<file path="config.mk">
export PLATFORM = sky130hd
export DESIGN_NAME = idelay_loader
export DESIGN_NICKNAME = d
export VERILOG_FILES = /design/src/rtl/idelay_loader.sv
export SDC_FILE = /design/constraint.sdc
export NUM_CORES = 1
export LEC_CHECK = 0
export ABC_AREA = 1
export CAP_MARGIN = 20
export CORE_UTILIZATION = 55
export CTS_BUF_LIST = sky130_fd_sc_hd__clkbuf_4
export DETAILED_ROUTE_END_ITERATION = 8
export HOLD_SLACK_MARGIN = 0.1
export PLACE_DENSITY_LB_ADDON = 0.12
export SLEW_MARGIN = 20
export SYNTH_ARGS = -nofsm -noshare
export SYNTH_HDL_FRONTEND = slang
export SYNTH_SLANG_ARGS = --single-unit
export TNS_END_PERCENT = 1
</file>
<file path="constraint.sdc">
create_clock -name lb_clk -period 3.8 [get_ports lb_clk]
set_clock_uncertainty 0.2 [all_clocks]
set_input_delay 0.76 -clock lb_clk [delete_from_list [all_inputs] [get_ports lb_clk]]
set_output_delay 0.76 -clock lb_clk [all_outputs]
set_load 0.02 [all_outputs]
</file>
<file path="src/rtl/idelay_loader.sv">
// idelay_loader: captures scanner tap writes into a 16-entry shadow file and loads them one lane at a time.
// Optional readback verification is compiled in with IDELAY_LOADER_VERIFY_EN.
module idelay_loader #(
    parameter int settle_cycles = 4
) (
    input  logic        lb_clk,
    input  logic        rst_n,
    input  logic [3:0]  hw_addr,
    input  logic [4:0]  hw_data,
    input  logic        hw_strobe,
    output logic [15:0] idelay_ld,
    output logic [4:0]  idelay_cntvaluein,
    input  logic [79:0] idelay_cntvalueout,
    input  logic [3:0]  rb_addr,
    output logic [4:0]  rb_data,
    input  logic        mismatch_clear,
    output logic [15:0] mismatch_mask,
    output logic        busy
);

    typedef enum logic [1:0] {IDLE, LOAD, SETTLE, CHECK} state_t;

    state_t      state_q, state_d;
    logic [3:0]  sel_q, sel_d;
    logic [3:0]  cnt_q, cnt_d;
    logic [15:0] pending_q, pending_d;
    logic [4:0]  shadow_q [16];
    logic [4:0]  shadow_d [16];
    logic [15:0] ld_q, ld_d;
    logic [4:0]  cntval_q, cntval_d;
    logic [4:0]  rb_data_q, rb_data_d;
    logic        busy_q, busy_d;
    logic [15:0] mask_q, mask_d;
    logic [3:0]  low_idx_s;

    // Lowest-numbered pending lane; scanning downward leaves the lowest match last.
    always_comb begin
        low_idx_s = 4'd0;
        for (int i = 15; i >= 0; i--) begin
            if (pending_q[i]) begin
                low_idx_s = 4'(i);
            end else begin
                low_idx_s = low_idx_s;
            end
        end
    end

    // Shadow file write port and registered readback.
    always_comb begin
        for (int i = 0; i < 16; i++) begin
            shadow_d[i] = shadow_q[i];
        end
        if (hw_strobe) begin
            shadow_d[hw_addr] = hw_data;
        end else begin
            shadow_d[hw_addr] = shadow_q[hw_addr];
        end
        rb_data_d = shadow_q[rb_addr];
    end

    // Sequencer next state, load pulse and pending bookkeeping.
    always_comb begin
        state_d   = state_q;
        sel_d     = sel_q;
        cnt_d     = cnt_q;
        pending_d = pending_q;
        ld_d      = 16'h0000;
        cntval_d  = cntval_q;
        case (state_q)
            IDLE: begin
                if (pending_q != 16'h0000) begin
                    sel_d              = low_idx_s;
                    pending_d[low_idx_s] = 1'b0;
                    ld_d               = 16'h0001 << low_idx_s;
                    cntval_d           = shadow_q[low_idx_s];
                    state_d            = LOAD;
                end else begin
                    state_d = IDLE;
                end
            end
            LOAD: begin
                cnt_d   = 4'(settle_cycles);
                state_d = SETTLE;
            end
            SETTLE: begin
                if (cnt_q <= 4'd1) begin
`ifdef IDELAY_LOADER_VERIFY_EN
                    state_d = CHECK;
`else
                    state_d = IDLE;
`endif
                end else begin
                    cnt_d = cnt_q - 4'd1;
                end
            end
            CHECK: begin
                state_d = IDLE;
            end
            default: begin
                state_d = IDLE;
            end
        endcase
        // A new strobe always wins over the IDLE clear of the same lane.
        if (hw_strobe) begin
            pending_d[hw_addr] = 1'b1;
        end else begin
            pending_d[hw_addr] = pending_d[hw_addr];
        end
        busy_d = (pending_d != 16'h0000) || (state_q != IDLE);
    end

`ifdef IDELAY_LOADER_VERIFY_EN
    // Sticky mismatch flags; a CHECK set overrides a same-cycle clear.
    always_comb begin
        mask_d = mask_q;
        if (mismatch_clear) begin
            mask_d = 16'h0000;
        end else begin
            mask_d = mask_q;
        end
        if ((state_q == CHECK) && (idelay_cntvalueout[int'(sel_q) * 5 +: 5] != cntval_q)) begin
            mask_d[sel_q] = 1'b1;
        end else begin
            mask_d[sel_q] = mask_d[sel_q];
        end
    end
`else
    assign mask_d = 16'h0000;
    wire unused_verify_s = ^{idelay_cntvalueout, mismatch_clear, mask_q};
`endif

    // State and output registers.
    always_ff @(posedge lb_clk or negedge rst_n) begin
        if (!rst_n) begin
            state_q   <= IDLE;
            sel_q     <= 4'd0;
            cnt_q     <= 4'd0;
            pending_q <= 16'h0000;
            ld_q      <= 16'h0000;
            cntval_q  <= 5'd0;
            rb_data_q <= 5'd0;
            busy_q    <= 1'b0;
            mask_q    <= 16'h0000;
            for (int i = 0; i < 16; i++) begin
                shadow_q[i] <= 5'd0;
            end
        end else begin
            state_q   <= state_d;
            sel_q     <= sel_d;
            cnt_q     <= cnt_d;
            pending_q <= pending_d;
            ld_q      <= ld_d;
            cntval_q  <= cntval_d;
            rb_data_q <= rb_data_d;
            busy_q    <= busy_d;
            mask_q    <= mask_d;
            for (int i = 0; i < 16; i++) begin
                shadow_q[i] <= shadow_d[i];
            end
        end
    end

    assign idelay_ld         = ld_q;
    assign idelay_cntvaluein = cntval_q;
    assign rb_data           = rb_data_q;
    assign busy              = busy_q;
`ifdef IDELAY_LOADER_VERIFY_EN
    assign mismatch_mask     = mask_q;
`else
    assign mismatch_mask     = 16'h0000;
`endif

endmodule

</file>
==> impl_metrics.ini, run 1 <==
[routing]
drc_errors = 0
finalWirelength_um = 22800
vias = 7182
drtAntennaViolNets = 0
dr.pass1.iters = 6
wl_per_cell_um = 19.7
drtIter0Drc = 1010
vias_per_cell = 6.21

[timing]
tns_ns = 0
max_freq_mhz = 345
timing.final.hold_violations = 0
finalCriticalPeriod_ns = 2.90
tightest_slew_ns = 0.859
rsz0062_at_grt = no
period_share_pct = 76.3
final-setup-viol-count = 0
slew_headroom_pct = 42.7
slew_viol_final = 0

[synthesis]
synth_area_leader_cell = dfrtp_1
synth_seq_cells = 129
yosys_warnings = 0
synth.area.top_cells = dfrtp_1 44%, nand2_1 11%, o21ai_0 8.6%
syn-instance-count = 938
netlist.area_leader.share_pct = 44.5
synth_area_per_cell_sq_um = 7.74
syn_area_sq_mm = 0.00726
netlist-cell-type-count = 43
seq_area_frac_synth_pct = 44.5

[place]
gp_congestion = 0.935
port_buffers = 42
dpl-instance-area_sq_mm = 0.00784
hpwl_um = 15400

[global_routing]
grt_max_degree = 76
grt_pass1_vias = 7037
grt_usage_pct = 36.3
grt_pass1_wl_um = 36700
overflow = 0
antenna_found_initial = 0

[worst_setup_path]
cp_common_cell = nand3_1
critPathMaxFanout = 25
critical_path.slowest_cell = dfrtp_1
slowest_delay_ns = 0.42
crit_buf_inv = 2
worst_ep_required_time_ns = 4.12
worstSetupPathType = register to register
crit_path_cell_trace = or2_1 > nand3_1 > nand3_1 > nand3_1 > nand3_1 > nand2_1 > a21oi_4 > inv_2 > nand2_2 > inv_1 > nand2_1 > nand3_1 > nand2_1 > nand3_1 > nand2_1 > nand2_1
critPathTopFamily = simple AND/OR/NAND/NOR gates
crit_path_end_kind = register
crit_arrival_ns = 3.22
worst_setup_path_start_kind = register

[clock_network]
clockRootBuffer = clkbuf_4
h-tree-depth = 4
clock_sinks = 129
hold_buffers = 1
cts_buffers = 17
clock_latency_ns = 0.58
cts_resized = 0
cts_max_path_buffers = 2
path_clk_slew_ns = 0.11
cts_setup_buffers = 0
cts_tree = yes

[floorplanning]
fp-row-count = 41
design.core.area_sq_mm = 0.0127
pin_count = 140
initial_core_util_pct = 57.1
die_h_um = 117
die_w_um = 117
die_area_sq_mm = 0.0137

[job]
maxCapViolCount = 0

[final_layout]
fin_area_sq_mm = 0.00813
area_delta_synth_final_pct = 12.1
final_nets = 1069
mostFrequentLayoutCells = 206 x nand2_1, 129 x dfrtp_1, 124 x o21ai_0
final_common_cell = nand2_1
drive_above_1_share_pct = 8.85

[power_and_ir_drop]
leakagePower_nw = 3.81
pwr_density_cell_mw_per_mm2 = 591
ir_worst_vdd_mv = 0.327

[outcome]
outcome = finished clean

[min_path]
hold_class = register to register
[synthesized netlist by cell type (all sizes together)]
| master | instances |
|---|---|
| nand2 | 210 |
| dfrtp | 129 |
| o21ai | 128 |
| nor2 | 96 |
| nand3 | 80 |
| inv | 74 |
| clkbuf | 39 |
| a22oi | 34 |
| buf | 34 |
| a21oi | 18 |
| nand3b | 17 |
| o32ai | 14 |
| nand4 | 13 |
| o221ai | 9 |
| o31ai | 7 |
| a21boi | 5 |
| a221oi | 5 |
| o22ai | 5 |
| mux2i | 4 |
| clkinv | 3 |
| o211ai | 3 |
| a2bb2oi | 2 |
| ha | 2 |
| nor3 | 2 |
| o21a | 2 |
| conb | 1 |
| or2 | 1 |
| xor2 | 1 |
[layout make-up]
cell class                      count  area, sq um
Fill cell                        1169         4590
Multi-Input combinational cell    674         3420
Sequential cell                   129         3230
Timing Repair Buffer               71          688
Inverter                           77          289
Tap cell                          172          215
Clock inverter                     13          144
Clock buffer                       19          143
Antenna cell                        1         2.50
[cell families (layout without fill, tap and decap cells)]
| logic type | after synthesis | after routing | share of synthesized area [%] |
|---|---|---|---|
| other | 1 | 17 | 0.0517 |
| AND/OR/NAND/NOR | 419 | 419 | 25.1 |
| buffers and inverters | 150 | 180 | 9.12 |
| XOR/XNOR | 1 | 1 | 0.121 |
| multiplexers | 4 | 4 | 0.552 |
| AO/OA/AOI/OAI | 232 | 232 | 20.2 |
| flip-flops | 129 | 129 | 44.5 |
| adder cells (fa/ha/maj) | 2 | 2 | 0.345 |
[flip-flops by register name (all words and copies together) (netlist names)]
signal,cells
state_q,2
shadow_q,80
rb_data,5
cnt_q,4
idelay_ld,16
busy,1
pending_q,16
idelay_cntvaluein,5
[metrics by stage]
stage          utilization [%]  hold WS (ns)  cells  power (mW)  setup WS (ns)
2_1_floorplan                -         0.264    953        3.14           1.33
3_3_place_gp              61.6         0.289   1122        3.71          0.669
3_5_place_dp              61.6         0.299   1122        3.79          0.541
4_1_cts                   63.9         0.326   1155        4.76          0.949
5_1_grt                   63.9         0.352   1155        5.06          0.645
6_report                  63.9         0.320   1156        4.81          0.900
[power breakdown]
group	switching (mW)	internal [mW]	total (mW)
clock network	0.513	0.459	0.972
registers	0.271	1.64	1.91
logic	1.29	0.630	1.92
total	2.08	2.73	4.81
[worst paths after layout]
kind / startpoint / to / slack (ns) / cells after the start
max reg2reg: pending_q[15] / idelay_cntvaluein[2] / 0.90 / 16
max: pending_q[15] / idelay_cntvaluein[2] / 0.90 / 16
min: idelay_cntvaluein[4] / idelay_cntvaluein[4] / 0.32 / 2
max in group asynchronous: rst_n / shadow_q[68] / 1.96 / 3
min in group asynchronous: rst_n / idelay_ld[13] / 0.57 / 2
min reg2reg: idelay_cntvaluein[4] / idelay_cntvaluein[4] / 0.32 / 2
[worst reg2reg max path: stages (launching register included)]
cell,delay [ns]
dfrtp_1,0.42
or2_1,0.26
nand3_1,0.08
nand3_1,0.06
nand3_1,0.07
nand3_1,0.07
nand2_1,0.10
a21oi_4,0.07
inv_2,0.42
nand2_2,0.17
inv_1,0.35
nand2_1,0.09
nand3_1,0.10
nand2_1,0.07
nand3_1,0.11
nand2_1,0.10
nand2_1,0.09
[per-layer routing]
metal,global-route usage [%],vias to the layer above,part of all wire (%)
met5,0,-,0
met4,22.4,0,5.2
met3,8.75,124,11
met2,56.1,463,46
met1,46.2,3394,38
li1,-,3201,-
Note: power is estimated with default switching activity, not from simulation.
==> run 2, diff against run 1 <==
Settings changed: CORE_UTILIZATION 55 to 49.
Clock period 3.8 ns to 2.4 ns, I/O delays scaled along.
==> impl_metrics.ini, run 2 (synthesis gave the netlist of run 1 again) <==
[floorplanning]
design.core.area_sq_mm = 0.0145
die_h_um = 124
die_w_um = 124
initial_core_util_pct = 50.1
pin_count = 140
fp-row-count = 44
die_area_sq_mm = 0.0153

[global_routing]
grt_max_degree = 47
grt_pass1_wl_um = 37100
grt_usage_pct = 33.5
antenna_found_initial = 1
overflow = 0
grt_pass1_vias = 6596

[routing]
vias_per_cell = 5.77
drtAntennaViolNets = 0
vias = 7292
highest_layer = met4
wl_per_cell_um = 19.0
drc_errors = 1
wl_met3_um = 2490
wl_met2_um = 10200
drtIter0Drc = 914
finalWirelength_um = 23900
met1_length_um = 10200
dr.pass1.iters = 8

[min_path]
hold_class = input pin to async pin

[final_layout]
final_common_cell = nand2_1
fillCellCount = 1299
drive_above_1_share_pct = 17.4
final_nets = 1165
multi_input_area_sq_mm = 0.00347
largest_reg_flops = 80
regMostFlops = shadow_q
mostFrequentLayoutCells = 203 x nand2_1, 129 x dfrtp_1, 122 x o21ai_0
seq_area_sq_mm = 0.00323
area_delta_synth_final_pct = 24.5

[place]
hpwl_um = 16400
port_buffers = 42
gp_congestion = 0.913

[clock_network]
clockRootBuffer = clkbuf_4
clock_latency_ns = 0.56
cts_tree = yes
path_clk_slew_ns = 0.11
cts_max_path_buffers = 2
cts_buffers = 17
h-tree-depth = 4
clock_sinks = 129

[outcome]
violations = design-rule violations, negative setup slack
outcome = complete, but fails checks

[timing]
final-setup-viol-count = 6
max_freq_mhz = 375
finalCriticalPeriod_ns = 2.66
tns_ns = -1.08
whs_ns = 0.216
timing.final.hold_violations = 0
setup_slack_ns = -0.264
period_share_pct = 111
slew_viol_final = 0
rsz0062_at_grt = yes

[power_and_ir_drop]
pwr_density_cell_mw_per_mm2 = 899
leakagePower_nw = 4.30
p_total_mw = 8.12
ir_worst_vdd_mv = 0.485

[worst_setup_path]
crit_arrival_ns = 2.91
worstSetupPathType = register to register
crit_path_end_kind = register
critPathMaxFanout = 5
worst_ep_required_time_ns = 2.65
worst_setup_path_start_kind = register

[job]
maxCapViolCount = 0
## run 2: cell types whose count changed in the layout (fill, tap and decap cells not counted), moves of 3 or more
cell / before / now
buf_12: 4 / 17
buf_4: 25 / 104
buf_6: 0 / 4
clkinv_1: 4 / 7
nand2_1: 206 / 203
nor2_1: 91 / 88
## run 2: final cells by class
class	count	area share [%]
Multi-Input combinational cell	674	38.4
Clock inverter	10	0.776
Timing Repair Buffer	167	17.6
Sequential cell	129	35.7
Antenna cell	1	0.0277
Tap cell	184	2.55
Inverter	77	3.24
Clock buffer	21	1.75
## run 2: report_power, final
group / leakage (nW) / switching, mW / internal (mW) / total [mW]
Clock: 0.137 / 0.776 / 0.530 / 1.31
Sequential: 1.61 / 0.413 / 2.60 / 3.01
Combinational: 2.56 / 2.19 / 1.61 / 3.80
## run 2: critical path: stages (launching register included)
cell and delay (ns):
dfrtp_1 0.41, inv_1 0.06, nand2_1 0.04, nand2_1 0.05
nand2_1 0.05, nand2_1 0.05, nand2_1 0.05, nand2_1 0.06
nand2_1 0.06, nand2_1 0.07, nand2_1 0.05, nand2_1 0.07
nand2_2 0.06, nand2_2 0.08, nand2_4 0.07, nand2_4 0.08
nand2_4 0.08, nand2_4 0.10, clkinvlp_4 0.15, buf_6 0.17
nand2_2 0.04, nand4_1 0.20, a22oi_1 0.23, nand2_1 0.07
## run 2: through the flow
step / util [%] / area (sq um) / std cells / worst slack, ns
2_1_floorplan: - / 7310 / 953 / 0.215
6_report: 62.4 / 9030 / 1263 / -0.264
5_1_grt: 62.4 / 9030 / 1263 / -0.439
4_1_cts: 61.9 / 8970 / 1260 / -0.237
3_5_place_dp: 60.2 / 8720 / 1228 / -0.360
3_3_place_gp: 60.2 / 8720 / 1228 / -0.304
## run 2: layer usage
metal / vias up / track usage, %
met5: - / 0
met4: 0 / 16.4
met3: 68 / 8.38
met2: 404 / 48.1
met1: 3412 / 46.8
li1: 3408 / -
## run 2: final timing paths
path / from / depth (start not counted) / slack (ns) / endpoint
setup / recovery: pending_q[14] / 23 / -0.26 / idelay_cntvaluein[2]
hold / removal: rst_n / 2 / 0.22 / shadow_q[0]
setup reg to reg: pending_q[14] / 23 / -0.26 / idelay_cntvaluein[2]
hold reg to reg: idelay_cntvaluein[4] / 2 / 0.32 / idelay_cntvaluein[4]
max in group asynchronous: rst_n / 3 / 1.19 / shadow_q[13]
min in group lb_clk: idelay_cntvaluein[4] / 2 / 0.32 / idelay_cntvaluein[4]
## run 2: timing repair
action                                  CTS  global route
setup buffers                             0             2
hold buffers                              1             0
pin swaps                                 1             9
hold endpoints to repair                129             0
endpoints found under the setup margin    6            17
gates resized for setup                   2            15
==> run 3, diff against run 2 <==
Settings changed: CORE_UTILIZATION 49 to 45.
==> impl_metrics.ini, run 3 (synthesis gave the netlist of run 1 again) <==
[floorplanning]
fp-row-count = 46
die_w_um = 129
pin_count = 140
initial_core_util_pct = 45.9
design.core.area_sq_mm = 0.0158
die_h_um = 129
die_area_sq_mm = 0.0166

[final_layout]
area_delta_synth_final_pct = 27.0
regMostFlops = shadow_q
final_common_cell = nand2_1
mostFrequentLayoutCells = 203 x nand2_1, 129 x dfrtp_1, 122 x o21ai_0
largest_reg_flops = 80
final_cells = 1301
drive_above_1_share_pct = 18.2
final_nets = 1170

[timing]
whs_ns = 0.148
final-setup-viol-count = 6
setup_slack_ns = -0.210
slew_viol_final = 0
timing.final.hold_violations = 0
finalCriticalPeriod_ns = 2.61
rsz0062_at_grt = yes
max_freq_mhz = 383
period_share_pct = 109

[job]
maxCapViolCount = 0

[clock_network]
clock_latency_ns = 0.57
cts_setup_buffers = 0
h-tree-depth = 4
cts_tree = yes
cts_buffers = 17
clockRootBuffer = clkbuf_4
path_clk_slew_ns = 0.12
clock_sinks = 129
cts_max_path_buffers = 2

[outcome]
violations = negative setup slack
outcome = complete, but fails checks

[place]
hpwl_um = 17100
port_buffers = 42
placedCellCount = 1267
gp_congestion = 0.878

[global_routing]
grt_max_degree = 51
grt_usage_pct = 31.1
overflow = 0
grt_pass1_vias = 6758
antenna_found_initial = 1
grt_pass1_wl_um = 38100

[min_path]
hold_class = input pin to async pin

[worst_setup_path]
worstSetupPathType = register to register
worst_setup_path_start_kind = register
critPathMaxFanout = 8
crit_arrival_ns = 2.87
crit_path_end_kind = register
worst_ep_required_time_ns = 2.66

[routing]
dr.pass1.iters = 6
wl_per_cell_um = 18.8
drc_errors = 0
vias = 7273
vias_per_cell = 5.59
drtAntennaViolNets = 0
drtIter0Drc = 797
finalWirelength_um = 24400

[power_and_ir_drop]
leakagePower_nw = 4.38
pwr_density_cell_mw_per_mm2 = 934
ir_worst_vdd_mv = 0.475
p_total_mw = 8.61
## run 3: critical path, stage by stage, from the launching register on
cell	delay [ns]
dfrtp_1	0.40
inv_1	0.05
nand2_1	0.04
nand2_1	0.05
nand2_1	0.05
nand2_1	0.05
nand2_1	0.04
nand2_1	0.05
nand2_1	0.06
nand2_1	0.06
nand2_1	0.06
nand2_2	0.06
nand2_2	0.06
nand2_2	0.08
nand2_4	0.07
nand2_4	0.09
nand2_8	0.07
nand2_4	0.09
clkinvlp_4	0.23
nand2_1	0.14
nand4_1	0.20
a22oi_1	0.23
nand2_1	0.07
## run 3: layout make-up
class,count,area [sq um]
clock buffer,22,165
tap,216,270
multi-input combinational,674,3470
timing repair buffer,172,1630
fill,1477,6610
inverter,77,293
antenna,1,2.50
clock inverter,10,160
sequential,129,3230
## run 3: worst paths after layout
path                                    start  cells after the start              endpoint  slack (ns)
min in group lb_clk                  cnt_q[2]                      2              cnt_q[2]        0.33
worst max register to register  pending_q[14]                     22  idelay_cntvaluein[2]       -0.21
max in group asynchronous               rst_n                      3          shadow_q[77]        1.26
worst min register to register       cnt_q[2]                      2              cnt_q[2]        0.33
worst max-delay path            pending_q[14]                     22  idelay_cntvaluein[2]       -0.21
worst min-delay path                    rst_n                      2         idelay_ld[13]        0.15
## run 3: where the power goes
part | switching (mW) | leakage (nW) | internal [mW] | total, mW
Combinational | 2.23 | 2.59 | 1.63 | 3.86
Sequential | 0.424 | 1.61 | 2.60 | 3.02
Clock | 0.846 | 0.178 | 0.882 | 1.73
## run 3: what timing repair did
action	4_1_cts	5_1_grt
gates cloned	0	0
hold buffers	1	0
endpoints found under the hold margin	129	0
pin swaps	1	7
setup endpoints to repair	6	17
gates resized for setup	3	11
## run 3: through the flow
step	setup TNS, ns	cell area, sq um	setup WS [ns]	utilization, %
2_1_floorplan	0	7310	0.215	-
3_3_place_gp	-26.17	8830	-0.341	55.8
3_5_place_dp	-27.88	8830	-0.381	55.8
4_1_cts	-0.710	9180	-0.143	58.0
5_1_grt	-1.84	9220	-0.360	58.2
6_report	-0.859	9220	-0.210	58.2
## run 3: metal layers
layer  GRT usage, %  part of all wire, %  vias to the layer above
met2           47.2                   45                      376
met5              0                    0                        -
met3           7.28                  8.8                       57
met1           42.2                   43                     3419
li1               -                    -                     3421
met4           14.3                  3.6                        0
